==> config.mk <==
export PLATFORM = sky130hd
export DESIGN_NAME = pwm_multi_ch
export DESIGN_NICKNAME = d
export VERILOG_FILES = /design/src/rtl/pwm_multi_ch_pkg.sv /design/src/rtl/pwm_multi_ch_cmp.sv /design/src/rtl/pwm_multi_ch.sv
export SDC_FILE = /design/constraint.sdc
export NUM_CORES = 1
export LEC_CHECK = 0
export ABC_AREA = 1
export BUFFER_PORTS_ARGS = -buffer_cell sky130_fd_sc_hd__buf_2
export CAP_MARGIN = 10
export CORE_ASPECT_RATIO = 2
export CORE_MARGIN = 5
export CORE_UTILIZATION = 30
export CTS_CLUSTER_SIZE = 16
export DETAILED_ROUTE_END_ITERATION = 10
export GPL_ROUTABILITY_DRIVEN = 1
export HOLD_SLACK_MARGIN = 0.15
export PLACE_DENSITY_LB_ADDON = 0.1
export SLEW_MARGIN = 20
export SYNTH_ARGS = -nofsm -noshare
export SYNTH_HDL_FRONTEND = slang
export SYNTH_SLANG_ARGS = --single-unit
export TNS_END_PERCENT = 20
==> constraint.sdc <==
create_clock -name clk -period 3.6 [get_ports clk]
set_input_delay 0.72 -clock clk [delete_from_list [all_inputs] [get_ports clk]]
set_output_delay 0.72 -clock clk [all_outputs]
set_load 0.02 [all_outputs]
==> src/rtl/pwm_multi_ch_pkg.sv <==
// Shared types and reset constants for the multi-channel PWM generator.
// No logic; latency and backpressure do not apply.
package pwm_pkg;
  localparam int PWM_W = 8;

  typedef logic [PWM_W-1:0] pwm_val_t;
  typedef enum logic {PWM_EDGE, PWM_CENTER} pwm_mode_e;
  typedef enum logic [1:0] {ST_IDLE, ST_UP, ST_DOWN} cnt_st_e;

  localparam pwm_mode_e RST_MODE = PWM_EDGE;
  localparam pwm_val_t  RST_VAL  = '0;
endpackage

==> src/rtl/pwm_multi_ch_cmp.sv <==
// One PWM channel: shadow/active duty, unsigned compare against the shared counter.
// Output is registered, 1 cycle after cnt; no backpressure.
module pwm_cmp_ch
  import pwm_pkg::*;
#(
  parameter int   W   = PWM_W,
  parameter logic INV = 1'b0
) (
  input  logic         clk,
  input  logic         rst,
  input  logic         load_i,
  input  logic         apply_i,
  input  logic         run_i,
  input  logic         blank_i,
  input  logic [W-1:0] duty_i,
  input  logic [W-1:0] cnt_i,
  output logic         pwm_o
);
  logic [W-1:0] sh_q;
  logic [W-1:0] act_q;
  logic         pwm_q;
  logic         pwm_d;

  always_comb begin
    pwm_d = INV;
    if (run_i) begin
      pwm_d = ((cnt_i < act_q) & ~blank_i) ^ INV;
    end
  end

  // A load coinciding with apply bypasses the shadow so both stay in step.
  always_ff @(posedge clk) begin
    if (!rst) begin
      sh_q  <= W'(RST_VAL);
      act_q <= W'(RST_VAL);
      pwm_q <= INV;
    end else begin
      if (load_i) begin
        sh_q <= duty_i;
      end
      if (apply_i) begin
        act_q <= load_i ? duty_i : sh_q;
      end
      pwm_q <= pwm_d;
    end
  end

  assign pwm_o = pwm_q;
endmodule

==> src/rtl/pwm_multi_ch.sv <==
// Multi-channel PWM: shared edge/center counter, double-buffered period/mode/duty.
// pwm and period_tick are registered 1 cycle after cnt; no backpressure.
module pwm_multi_ch
  import pwm_pkg::*;
#(
  parameter int          CH       = 4,
  parameter int          W        = PWM_W,
  parameter logic [CH-1:0] INV_MASK = '0
) (
  input  logic            clk,
  input  logic            rst,
  input  logic            en,
  input  logic            load,
  input  logic            mode,
  input  logic [W-1:0]    period,
  input  logic [CH*W-1:0] duty,
  output logic [CH-1:0]   pwm,
  output logic            period_tick,
  output logic            upd_pending
);
  cnt_st_e   st_q, st_d;
  logic [W-1:0] cnt_q, cnt_d;
  logic [W-1:0] per_sh_q, per_act_q;
  pwm_mode_e mode_sh_q, mode_act_q;
  logic      pend_q;
  logic      tick_q;
  logic      term;
  logic      apply;
  logic      run;
  logic      blank;

  assign run   = en && (st_q != ST_IDLE);
  assign blank = (mode_act_q == PWM_CENTER) && (per_act_q == '0);

  always_comb begin
    st_d  = st_q;
    cnt_d = cnt_q;
    term  = 1'b0;
    apply = 1'b0;
    if (!en) begin
      st_d  = ST_IDLE;
      cnt_d = '0;
    end else begin
      case (st_q)
        ST_IDLE: begin
          apply = 1'b1;
          st_d  = ST_UP;
          cnt_d = '0;
        end
        ST_UP: begin
          if (mode_act_q == PWM_EDGE) begin
            if (cnt_q == per_act_q) term = 1'b1;
            else                    cnt_d = cnt_q + W'(1);
          end else if (per_act_q == '0) begin
            cnt_d = '0;
          end else if (cnt_q == per_act_q - W'(1)) begin
            st_d = ST_DOWN;
          end else begin
            cnt_d = cnt_q + W'(1);
          end
        end
        ST_DOWN: begin
          if (cnt_q == '0) term = 1'b1;
          else             cnt_d = cnt_q - W'(1);
        end
        default: st_d = ST_IDLE;
      endcase
      // Period boundary: pick up the shadow and restart the sweep cleanly.
      if (term) begin
        apply = 1'b1;
        st_d  = ST_UP;
        cnt_d = '0;
      end
    end
  end

  always_ff @(posedge clk) begin
    if (!rst) begin
      st_q       <= ST_IDLE;
      cnt_q      <= '0;
      per_sh_q   <= '0;
      per_act_q  <= '0;
      mode_sh_q  <= RST_MODE;
      mode_act_q <= RST_MODE;
      pend_q     <= 1'b0;
      tick_q     <= 1'b0;
    end else begin
      st_q   <= st_d;
      cnt_q  <= cnt_d;
      tick_q <= term;
      if (load) begin
        per_sh_q  <= period;
        mode_sh_q <= pwm_mode_e'(mode);
      end
      if (apply) begin
        per_act_q  <= load ? period : per_sh_q;
        mode_act_q <= load ? pwm_mode_e'(mode) : mode_sh_q;
      end
      pend_q <= apply ? 1'b0 : (pend_q | load);
    end
  end

  for (genvar i = 0; i < CH; i++) begin : g_ch
    pwm_cmp_ch #(
      .W   (W),
      .INV (INV_MASK[i])
    ) u_ch (
      .clk     (clk),
      .rst     (rst),
      .load_i  (load),
      .apply_i (apply),
      .run_i   (run),
      .blank_i (blank),
      .duty_i  (duty[i*W +: W]),
      .cnt_i   (cnt_q),
      .pwm_o   (pwm[i])
    );
  end

  assign period_tick = tick_q;
  assign upd_pending = pend_q;
endmodule

# [After elaboration in Yosys (flattened, before gate mapping)]
# Index checks and enable logic that the tools add are counted.
[word_totals] out_inout_bits=6 mem_bits_ro=0 ramBits=0 mem_count=0 reg_bits=98 latchBits=0
[classes] n_shift=0 muxes=25 eq_ne=14 bitwise_logic=9 magnitude_cmp=4 n_reduce_logical=14 n_mul=0 n_div=0 n_addsub=3
[op_table] op="$mux 8" count=10
[op_table] op="$lt 8x8->1" count=4
[op_table] op="$pmux 8 s3" count=1
[op_table] op="$eq 8x8->1" count=2
[op_table] op="$logic_not 8->1" count=2
[op_table] op="$sub 8x1->8 const B" count=2
[op_table] op="$ne 3x3->1 const B" count=4
[op_table] op="$reduce_and 4->1" count=3
[op_table] op="$ne 2x2->1 const B" count=5
[op_table] op="$mux 1" count=9
[op_table] op="$add 8x1->8 const B" count=1
[op_table] op="$mux 2" count=3
[op_table] op="$pmux 2 s3" count=1
[op_table] op="$and 1x1->1" count=4
[op_table] op="$ne 4x4->1 const B" count=1
[op_table] op="$not 1->1" count=4
[op_table] op="$reduce_and 2->1" count=2
[op_table] op="$reduce_bool 3->1" count=1
[op_table] op="$reduce_or 3->1" count=1
[op_table] op="$eq 2x1->1 const B" count=1
[op_table] op="$eq 2x2->1 const B" count=1
[op_table] op="$logic_and 1x1->1" count=2
[op_table] op="$logic_not 2->1" count=1
[op_table] op="$pmux 1 s2" count=1
[op_table] op="3 further kinds" count=3

# [Longest topological paths before layout]
[depth] ltp_word=8 ltp_mapped=14 depth_no_buf=14

# [Modules after synthesis]
# A second synthesis with hierarchy kept.
[hier_totals] hier_cells=740 area_unflattened_um2=5393.9
[by_module_without_submodules] mod="pwm_cmp_ch" instances=4 seq_area_each_um2=340.3 area_per_inst_um2=802.0 cells_per_inst=97
[by_module_without_submodules] mod="pwm_multi_ch" instances=1 seq_area_each_um2=600.6 area_per_inst_um2=2185.8 cells_per_inst=352

# [Worst setup path before layout]
# Ideal clock, no wire load.
[synth_path] kind="flip-flop to flip-flop" start="register per_act_q[0]" end="register cnt_q[5]" arrival_ns=1.686 synth_period_minus_slack_ns=1.801 setup_ns=0.115 setup_slack_ns=1.799 n_path_buf=1 required_ns=3.485 stages_incl_launch_ff=14 path_cell_list="dfxtp_1 > inv_2 > ha_1 > nand2_1 > inv_1 > nor2_1 > nand2_1 > nor2_1 > nand2_1 > nor2_2 > nand4_2 > buf_6 > a21oi_1 > nor2_1"
[synth_between] elab_chain_len=6 elab_cells_between_ends=15 classes_between="add/sub (1); eq/ne (4); mux (7); reduce/logical (3)"
[synth_rtl] element="start: declaration" line="pwm_multi_ch.sv:23" text="logic [W-1:0] per_sh_q, per_act_q;"
[synth_rtl] element="start signal: assignment" line="pwm_multi_ch.sv:96" text="per_act_q <= load ? period : per_sh_q;"
[synth_rtl] element="parallel branches: the longest is 6 deep, another holds $sub 8x1->8"
[synth_rtl] element="end signal: assignment" line="pwm_multi_ch.sv:89" text="cnt_q <= cnt_d;"
[synth_rtl] element="end: declaration" line="pwm_multi_ch.sv:22" text="logic [W-1:0] cnt_q, cnt_d;"
# Several ways; the timed one is not identified. The select of a mux whose other input is x is not followed.
# A chain may end at the register's enable or synchronous reset.

# [Worst setup path after layout]
[layout_path] start="register cnt_q[7]" end="register cnt_q[3]"
[layout_between] elab_chain_len=6 elab_cells_between_ends=13 classes_between="eq/ne (5); mux (5); reduce/logical (3)"
[layout_rtl] element="$eq 8x8->1" line="pwm_multi_ch.sv:52" text="if (cnt_q == per_act_q) term = 1'b1;"
[layout_rtl] element="$mux 1" line="pwm_multi_ch.sv:52"
[layout_rtl] element="$mux 1" line="pwm_multi_ch.sv:51" text="if (mode_act_q == PWM_EDGE) begin"
[layout_rtl] element="$pmux 1 s2" line="pwm_multi_ch.sv:44" text="case (st_q)"
[layout_rtl] element="$mux 1" line="pwm_multi_ch.sv:40" text="if (!en) begin"
[layout_rtl] element="$reduce_or 3->1 (no line)"
# Several ways; a longest one is shown, not always the timed one. The select of a mux whose other input is x is not followed.

==> impl_metrics.json <==
{
  "netlist_instances": 782,
  "setup_violations": 0,
  "diodes": 0,
  "grt_first_pass_wirelength_um": 23900,
  "reg2reg_slack_ns": 1.15,
  "path_max_fanout": 13,
  "root_buffer": "clkbuf_16",
  "via_per_inst": 4.66,
  "status": "finished, final reports clean",
  "cts_tree": "built",
  "drtIter0Drc": 203,
  "rsz0062_at_grt": "false",
  "htree_num_levels": 3,
  "yosysSeqAreaShare": 0.364,
  "powerDensity_mw_per_mm2": 449,
  "ys_types": 34,
  "worst_slew_pin_slew_ns": 0.629,
  "maxCapViolCount": 0,
  "place.gp.congestion": 0.903,
  "drive_gt1_frac": 0.127,
  "initial_core_util": 0.303,
  "ant_nets": 0,
  "path_class": "flop to flop",
  "die_h_um": 200,
  "grtUsageTotal": 0.145,
  "ys_seq_elements": 98,
  "dpl.cell_count": 1013,
  "cts_resized": 0,
  "coreArea_sq_mm": 0.0178,
  "yosysWarningCount": 0,
  "max_freq_ghz": 0.408,
  "dp_hpwl_um": 11400,
  "finalCriticalPeriod_ns": 2.45,
  "placed_area_sq_mm": 0.00572,
  "port_buffers": 50,
  "clock-sinks": 98,
  "wire_per_inst_um": 14.5,
  "multi_input_area_sq_mm": 0.00281,
  "synth_xor_area_frac": 0.0114,
  "overflow": 0,
  "worstSetupStartpointType": "flop",
  "dr.pass1.iters": 4,
  "row_count": 69,
  "synth_mux_area_frac": 0,
  "critPathMaxStageDelay_ns": 0.67,
  "syn-cell-area_sq_mm": 0.00540,
  "clk_path_buf_depth": 2,
  "post_cts.repair.setup_buffers": 0,
  "synth_compound_area_frac": 0.132,
  "fillers": 1984,
  "relSlewSlack": 0.581,
  "clock_latency_ns": 0.35,
  "synth_top_family_by_area": "simple AND/OR/NAND/NOR gates",
  "fin_area_sq_mm": 0.00605,
  "ios": 51,
  "final_nets": 892,
  "syn_avg_cell_area_sq_um": 6.90,
  "drc": 0,
  "postCtsHoldBufs": 0,
  "yosys.area_share.simple": 0.293,
  "holdWs_ns": 0.467,
  "worst-path-buf-inv": 1,
  "fp.dieW_um": 105,
  "post-route-period-util": 0.681,
  "clock_skew_ns": 0.00742,
  "cp_num_cells": 12,
  "crit_chain": "inv_1 -> nand2_1 -> nand2_1 -> nand2_1 -> nor2_1 -> nand3_2 -> nand2_4 -> a21oi_2 -> nand2_1 -> nand2_1 -> nand2_1 -> nor2_1",
  "synthAdderAreaFrac": 0.0835,
  "finalHoldViolCount": 0,
  "min_path_cells": 2,
  "slew_violations": 0,
  "hp-class": "flop to flop",
  "r2r_cells": 12,
  "crit_arrival_ns": 2.74,
  "power.leakage_nw": 2.95,
  "grt_start_max_net_pins": 51,
  "clk_pin_slew_ns": 0.07,
  "path_delay_family": "simple AND/OR/NAND/NOR gates",
  "antenna_found_initial": 0,
  "worstPathRequired_ns": 3.89,
  "synth_nets": 863,
  "cts_buffers": 9,
  "end_kind": "flop",
  "dieArea_sq_mm": 0.0209,
  "slowest_stage": "dfxtp_1",
  "num_vias": 4800,
  "seqCellArea_sq_mm": 0.00196,
  "area_growth_pct": 12.1,
  "wl_um": 14900,
  "grt_pass1_vias": 4684,
  "fin_cells": 1029,
  "finalSetupTns_ns": 0,
  "crit_top_cell": "nand2_1",
  "peakVddDrop_uv": 268
}
## sequential cells by signal, indices dropped and copies added, names as in the netlist
| register | flops |
|---|---|
| g_ch.u_ch.pwm_o | 4 |
| per_act_q | 8 |
| g_ch.u_ch.act_q | 32 |
| cnt_q | 8 |
| upd_pending | 1 |
| mode_act_q | 1 |
| g_ch.u_ch.sh_q | 32 |
| mode_sh_q | 1 |
| period_tick | 1 |
| per_sh_q | 8 |
| st_q | 2 |
## per-layer routing
metal  track usage  share of wire
met4        0.0740          0.034
met3        0.0158          0.016
met2         0.284           0.56
met5             0              0
met1         0.149           0.39
## tightest hold or removal path, cell delays in order, from the launching register on
cell and delay [ns]:
dfxtp_1 0.31, nand2_1 0.06, a21oi_1 0.05
## where the power goes
part	switching [mW]	internal [mW]	leakage (nW)	total, mW
registers	0.0482	1.15	0.805	1.20
logic	0.283	0.162	1.99	0.445
clock network	0.446	0.633	0.156	1.08
## Yosys cell counts
cell         n  area share
o31ai_1      1      0.0014
nand4_2      1      0.0023
inv_2        7      0.0049
dfxtp_1     98        0.36
and2_1       1      0.0012
nor2_4       1      0.0021
ha_1        36       0.083
buf_1        2      0.0014
xor2_1       5      0.0081
clkbuf_2     1     0.00093
nand2_1    241        0.17
inv_1       94       0.065
nor2_1      55       0.038
a21oi_2     11       0.018
nand3_1     50       0.046
o22ai_1      1      0.0012
nand2_4      2      0.0042
o2111ai_1    4      0.0065
nand2_8      3       0.011
a21oi_1     93       0.086
nor2_2       2      0.0023
buf_4        9       0.013
buf_8        1      0.0028
clkbuf_1    15       0.010
xnor2_1      2      0.0032
clkinv_2     1     0.00093
buf_6        6       0.013
nand4_1      9       0.010
nor4_1       1      0.0012
a21boi_0     1      0.0014
o21ai_0     19       0.018
nand3_2      2      0.0037
buf_2        5      0.0046
nand2_2      2      0.0023
## layout make-up
type	instances	area share
Clock buffer	11	0.0401
Clock inverter	5	0.0141
Inverter	102	0.0635
Multi-Input combinational cell	543	0.464
Sequential cell	98	0.324
Tap cell	213	0.0441
Timing Repair Buffer	57	0.0501
## cell usage in the layout, fill, tap and decap left out, types with 3 or more instances in the layout
cell,instances
a21oi_1,93
a21oi_2,11
buf_2,50
buf_4,7
clkbuf_16,9
dfxtp_1,98
ha_1,36
inv_1,94
inv_2,7
nand2_1,241
nand2_8,3
nand3_1,50
nand4_1,9
nor2_1,55
o2111ai_1,4
o21ai_0,19
xor2_1,5
## final timing paths
check / end / start
max: cnt_q[3]$_SDFFE_PP0P_ / cnt_q[7]$_SDFFE_PP0P_
min: g_ch[1].u_ch.act_q[2]$_SDFFE_PN0P_ / g_ch[1].u_ch.act_q[2]$_SDFFE_PN0P_
max reg2reg: cnt_q[3]$_SDFFE_PP0P_ / cnt_q[7]$_SDFFE_PP0P_
min reg2reg: g_ch[1].u_ch.act_q[2]$_SDFFE_PN0P_ / g_ch[1].u_ch.act_q[2]$_SDFFE_PN0P_
## per-stage QoR
stage / setup WS (ns) / total power [mW] / util
after floorplan: 1.80 / 1.55 / -
after global placement: 1.18 / 1.67 / 0.322
after detailed placement: 1.18 / 1.67 / 0.322
after CTS: 1.15 / 2.76 / 0.340
after global routing: 0.943 / 2.86 / 0.340
final: 1.15 / 2.72 / 0.340
## logic make-up after synthesis
| family | Yosys count |
|---|---|
| fa+ha+maj | 36 |
| simple gates | 370 |
| xor+xnor | 7 |
| compound gates | 130 |
| flops | 98 |
| buf+inv | 141 |
No activity file was read; power rests on OpenSTA's default activity.
